$ cat src/rtl/masking_pkg.sv
// rtl/masking_pkg.sv - shared helpers for Boolean-masked gadgets
//
// Purpose: index arithmetic for pairwise randomness and a share-slice macro
//          used by the masked AND gadget and its relatives.
// Contents:
//   rand_idx(i, j, shares) - linear index of the random word for pair i<j
//   rand_words(order)      - number of random words an order-d ISW gadget needs
//   `MSK_SHARE(vec, i, w)  - share i of a flat share vector with w bits per share

`define MSK_SHARE(vec, i, w) vec[(i)*(w) +: (w)]

package masking_pkg;

   // Row-major enumeration of the strict upper triangle: (0,1),(0,2),..,(1,2),..
   function automatic int rand_idx(input int i, input int j, input int shares);
      return i * shares - (i * (i + 1)) / 2 + (j - i - 1);
   endfunction

   function automatic int rand_words(input int order);
      return (order * (order + 1)) / 2;
   endfunction

endpackage

$ cat src/rtl/and_isw_pipe_ctrl.sv
// rtl/and_isw_pipe_ctrl.sv - two-entry valid/ready control for the ISW pipe
//
// Purpose: tracks occupancy of the two gadget stages and produces the load
//          enables for their data registers.
// Ports:
//   clk, rst   clock, asynchronous active-high reset
//   in_valid   upstream item offered
//   in_ready   stage 1 can accept
//   out_valid  stage 2 holds a result
//   out_ready  downstream accepts the result
//   s1_load    stage 1 data registers capture this cycle
//   s2_load    stage 2 data registers capture this cycle

module and_isw_pipe_ctrl (
   input  logic clk,
   input  logic rst,
   input  logic in_valid,
   output logic in_ready,
   output logic out_valid,
   input  logic out_ready,
   output logic s1_load,
   output logic s2_load
);

   logic v1_q, v1_d;
   logic v2_q, v2_d;
   logic s1_adv, s2_adv;

   always_comb begin
      s2_adv  = !v2_q || out_ready;
      s1_adv  = !v1_q || s2_adv;
      s1_load = in_valid && s1_adv;
      s2_load = v1_q && s2_adv;
      // A stage that advances takes whatever the previous stage offers,
      // which is how bubbles propagate as cleared valid bits.
      v1_d = s1_adv ? in_valid : v1_q;
      v2_d = s2_adv ? v1_q : v2_q;
   end

   always_ff @(posedge clk or posedge rst) begin
      if (rst) begin
         v1_q <= 1'b0;
         v2_q <= 1'b0;
      end else begin
         v1_q <= v1_d;
         v2_q <= v2_d;
      end
   end

   assign in_ready  = s1_adv;
   assign out_valid = v2_q;

endmodule

$ cat src/rtl/and_isw_pipe.sv
// rtl/and_isw_pipe.sv - registered ISW masked AND gadget, any order, W lanes
//
// Purpose: c with XOR(c) = XOR(a) & XOR(b); stage 1 registers every cross
//          product separately, stage 2 compresses them in fixed ISW order.
// Ports:
//   clk, rst    clock, asynchronous active-high reset
//   in_valid    a, b, r offered;  in_ready  stage 1 can accept
//   port_a/b    SHARES*W, share i at [i*W +: W]
//   port_r      RAND*W (1 bit when RAND=0), pair word k(i,j) at [k*W +: W]
//   out_valid   port_c valid;  out_ready  consumer accepts port_c
//   port_c      SHARES*W product shares

module and_isw_pipe
   import masking_pkg::*;
#(
   parameter  int ORDER  = 1,
   parameter  int W      = 1,
   localparam int SHARES = ORDER + 1,
   localparam int RAND   = rand_words(ORDER),
   localparam int RW     = (RAND > 0) ? RAND * W : 1
) (
   input  logic                clk,
   input  logic                rst,
   input  logic                in_valid,
   output logic                in_ready,
   input  logic [SHARES*W-1:0] port_a,
   input  logic [SHARES*W-1:0] port_b,
   input  logic [RW-1:0]       port_r,
   output logic                out_valid,
   input  logic                out_ready,
   output logic [SHARES*W-1:0] port_c
);

   localparam int NP = (RAND > 0) ? RAND : 1;

   logic s1_load, s2_load;

   logic [SHARES-1:0][W-1:0] x_new, x_d, x_q;
   logic [NP-1:0][W-1:0]     r_new, r_d, r_q;
   logic [NP-1:0][W-1:0]     t_new, t_d, t_q;
   logic [NP-1:0][W-1:0]     u_new, u_d, u_q;
   logic [SHARES-1:0][W-1:0] c_new, c_d, c_q;

   and_isw_pipe_ctrl u_ctrl (
      .clk       (clk),
      .rst       (rst),
      .in_valid  (in_valid),
      .in_ready  (in_ready),
      .out_valid (out_valid),
      .out_ready (out_ready),
      .s1_load   (s1_load),
      .s2_load   (s2_load)
   );

   // Stage 1 terms: each product lands in its own register so no glitch can
   // combine two shares of the same operand before the cut.
   for (genvar i = 0; i < SHARES; i++) begin : g_s1
      assign x_new[i] = `MSK_SHARE(port_a, i, W) & `MSK_SHARE(port_b, i, W);
      for (genvar j = i + 1; j < SHARES; j++) begin : g_pair
         localparam int K = rand_idx(i, j, SHARES);
         assign r_new[K] = `MSK_SHARE(port_r, K, W);
         assign t_new[K] = `MSK_SHARE(port_r, K, W)
                         ^ (`MSK_SHARE(port_a, i, W) & `MSK_SHARE(port_b, j, W));
         assign u_new[K] = `MSK_SHARE(port_a, j, W) & `MSK_SHARE(port_b, i, W);
      end
   end

   if (RAND == 0) begin : g_no_rand
      assign r_new = '0;
      assign t_new = '0;
      assign u_new = '0;
   end

   // Stage 2 compression as an explicit left-to-right chain: first the r terms
   // for j>i, then (t ^ u) for j<i with t entering before u.
   for (genvar i = 0; i < SHARES; i++) begin : g_s2
      logic [SHARES-1:0][W-1:0] chain;
      assign chain[0] = x_q[i];
      for (genvar n = 0; n < SHARES - 1; n++) begin : g_term
         if (n < SHARES - 1 - i) begin : g_r
            localparam int K = rand_idx(i, i + 1 + n, SHARES);
            assign chain[n+1] = chain[n] ^ r_q[K];
         end else begin : g_tu
            localparam int K = rand_idx(n - (SHARES - 1 - i), i, SHARES);
            assign chain[n+1] = (chain[n] ^ t_q[K]) ^ u_q[K];
         end
      end
      assign c_new[i] = chain[SHARES-1];
   end

   always_comb begin
      x_d = x_q;
      r_d = r_q;
      t_d = t_q;
      u_d = u_q;
      c_d = c_q;
      if (s1_load) begin
         x_d = x_new;
         r_d = r_new;
         t_d = t_new;
         u_d = u_new;
      end
      if (s2_load) begin
         c_d = c_new;
      end
   end

   always_ff @(posedge clk or posedge rst) begin
      if (rst) begin
         x_q <= '0;
         r_q <= '0;
         t_q <= '0;
         u_q <= '0;
         c_q <= '0;
      end else begin
         x_q <= x_d;
         r_q <= r_d;
         t_q <= t_d;
         u_q <= u_d;
         c_q <= c_d;
      end
   end

   assign port_c = c_q;

endmodule

$ cat config.mk
export PLATFORM = sky130hd
export DESIGN_NAME = and_isw_pipe
export DESIGN_NICKNAME = d
export VERILOG_FILES = /design/src/rtl/masking_pkg.sv /design/src/rtl/and_isw_pipe_ctrl.sv /design/src/rtl/and_isw_pipe.sv
export SDC_FILE = /design/constraint.sdc
export NUM_CORES = 1
export LEC_CHECK = 0
export ABC_AREA = 0
export BUFFER_PORTS_ARGS = -buffer_cell sky130_fd_sc_hd__buf_2
export CORE_AREA = 5 5 42 44
export CTS_CLUSTER_DIAMETER = 40
export DETAILED_ROUTE_END_ITERATION = 8
export DIE_AREA = 0 0 47 49
export REMOVE_ABC_BUFFERS = 1
export SKIP_CTS_REPAIR_TIMING = 1
export SYNTH_ARGS = -nofsm -noshare
export SYNTH_HDL_FRONTEND = slang
export SYNTH_SLANG_ARGS = --single-unit
$ cat constraint.sdc
create_clock -name clk -period 1.5 [get_ports clk]
set_input_delay 0 -clock clk [delete_from_list [all_inputs] [get_ports clk]]
set_output_delay 0 -clock clk [all_outputs]
set_load 0.05 [all_outputs]
==> results.py <==
metrics = {
    "clocking": {
        "clk_pin_slew_ps": 60,
        "cts_root_buffer": "clkbuf_4",
        "cts_buffers": 3,
        "clk_latency_ps": 270,
        "clkSinkCount": 9,
        "h-tree-depth": 1,
        "cts_tree": "done",
        "clockBufferDepth": 2,
    },
    "place": {
        "placedCellCount": 59,
        "gp_congestion": 0.664,
        "numPortBuffers": 12,
    },
    "grt": {
        "met2_usage": 0.0995,
        "use_met3": 0.0221,
        "track_usage": 0.0809,
        "grt_pass1_wl_mm": 1.24,
        "grt_pass1_vias": 307,
        "grt_max_degree": 10,
        "antenna_found_initial": 0,
        "top_usage_layer": "met1",
        "met1_usage": 0.104,
        "gr-total-overflow": 0,
    },
    "detailed_routing": {
        "wire_per_inst_um": 11.5,
        "drt_first_pass_iters": 4,
        "num_vias": 293,
        "vias_per_cell": 4.51,
        "drc": 0,
        "antenna_left": 0,
        "drtIter0Drc": 9,
        "drt_wl_total_um": 750,
    },
    "power": {
        "cellLeakagePower_nw": 0.258,
        "p_per_area_mw_per_mm2": 1390,
        "ir_drop_v": 0.000439,
    },
    "timing": {
        "slew_headroom": 0.765,
        "whs_ps": -11.3,
        "setup_viol": 0,
        "skew_ps": 4.35,
        "hold_viol_final": 1,
        "min_period_over_period": 0.744,
        "rsz0062_at_grt": "false",
        "max_freq_ghz": 0.896,
        "final_max_slew_viol_count": 0,
        "period_needed_ps": 1120,
        "worstMarginPinSlew_ps": 352,
    },
    "yosys": {
        "yosysSeqAreaShare": 0.549,
        "synth_top_area_share": 0.549,
        "ys_types": 11,
        "synth_area_per_cell_um2": 13.2,
        "yosysWarnings": 0,
        "ys_seq_elements": 9,
        "syn_area_um2": 410,
        "synth_cells": 31,
        "synth_area_leader_cell": "dfrtp_1",
        "synthTopCellsByArea": "dfrtp_1 55%, mux2_2 11%, a21bo_2 7.3%",
    },
    "critical_path": {
        "r2r_start": "u_ctrl.out_valid",
        "start_kind": "flip-flop",
        "crit_slowest_cell": "dfrtp_1",
        "rr_worst_depth": 3,
        "worstPathCellList": "nand3b_4, nand2_2, mux2_2",
        "worstPathArrival_ps": 1270,
        "worst_r2r_endpoint": "t_q",
        "worstPathMaxFanout": 6,
        "path_class": "flip-flop to flip-flop",
        "crit_required_ps": 1650,
        "cp-end-kind": "flip-flop",
        "reg2reg_setup_slack_ps": 380,
        "critPathMaxStageDelay_ps": 400,
    },
    "min_path": {
        "worstHoldStart": "in_valid",
        "hold_class": "input pin to flip-flop",
        "worstHoldPathCells": 2,
        "holdPathEnd": "u_ctrl.v1_q",
    },
    "final_layout": {
        "mostFrequentLayoutCells": "12 x buf_2, 9 x dfrtp_1, 4 x mux2_2",
        "fin_cells": 65,
        "drive_above_1_share": 0.490,
        "area_growth_pct": 30.8,
        "fin_nets": 59,
        "num_antenna_cells": 0,
        "layout_commonest_cell": "buf_2",
    },
    "run_status": {
        "violations": "hold timing",
        "status": "complete, but fails checks",
    },
    "floorplan": {
        "core_area_mm2": 0.00140,
        "start_util": 0.293,
        "die_area_mm2": 0.00230,
        "fp.dieW_um": 47,
        "rows": 14,
        "die_h_um": 49,
        "io_pins": 13,
    },
    "flow_run": {
        "maxCapViolCount": 0,
    },
}
-- cells in the mapped netlist, drive strengths merged --
cell type	n
nand2b	3
xnor2	3
inv	1
nand3b	1
nand2	3
mux2	4
dfrtp	9
xor2	1
nand4	3
a21bo	3
-- power by group --
| group | leakage [nW] | switching (W) | internal, W |
|---|---|---|---|
| Combinational | 0.136 | 0.000150 | 0.0000888 |
| Clock | 0.0150 | 0.0000878 | 0.000103 |
| Sequential | 0.107 | 0.0000274 | 0.000289 |
| Total | 0.258 | 0.000265 | 0.000480 |
-- critical path, delay by kind of cell (launching register included) --
family        cells  cell delay, ps
mux               1             340
simple gates      2             260
flops             1             400
-- routing by layer --
| layer | vias to the layer above | wire [um] |
|---|---|---|
| met5 | - | 0 |
| met4 | 0 | 33 |
| met3 | 4 | 76 |
| met2 | 16 | 291 |
| met1 | 131 | 348 |
| li1 | 142 | - |
-- stage by stage --
stage          utilization  total power (W)  TNS [ps]  setup slack [ps]  area [um2]
2_1_floorplan            -         0.000502      -170             -84.8         410
3_3_place_gp         0.350         0.000556         0               416         490
3_5_place_dp         0.350         0.000559         0               377         490
4_1_cts              0.369         0.000754         0               368         517
5_1_grt              0.383         0.000788         0               323         537
6_report             0.383         0.000746         0               384         537
-- cell type report --
| class | count | area (um2) |
|---|---|---|
| timing repair buffer | 14 | 80.1 |
| sequential | 9 | 225 |
| tap | 16 | 20.0 |
| inverter | 1 | 3.75 |
| multi-input combinational | 21 | 181 |
| fill | 152 | 865 |
| clock buffer | 4 | 26.3 |
-- worst max path at each step --
stage,endpoint,depth (start not counted),startpoint
after floorplan,r_q,3,u_ctrl.out_valid
after global placement,t_q,3,u_ctrl.v1_q
after detailed placement,t_q,3,u_ctrl.out_valid
after CTS,t_q,3,u_ctrl.out_valid
after global routing,t_q,3,u_ctrl.out_valid
final,t_q,3,u_ctrl.out_valid
-- kinds of logic (layout without fill, tap and decap cells) --
family / count (synthesis) / in the layout / synth area share
AOI/OAI and AO/OA: 3 / 3 / 0.0732
xor gates and xnor gates: 4 / 4 / 0.0854
DFF: 9 / 9 / 0.549
and+or+nand+nor: 10 / 10 / 0.174
buffers and inverters: 1 / 19 / 0.00914
muxes: 4 / 4 / 0.110
-- sequential cells by signal, summed over array words and instances (netlist names) --
| name | count |
|---|---|
| port_c | 2 |
| u_q | 1 |
| u_ctrl.v1_q | 1 |
| r_q | 1 |
| u_ctrl.out_valid | 1 |
| t_q | 1 |
| g_s2.chain | 2 |
Power figures use the tool's default switching activity.
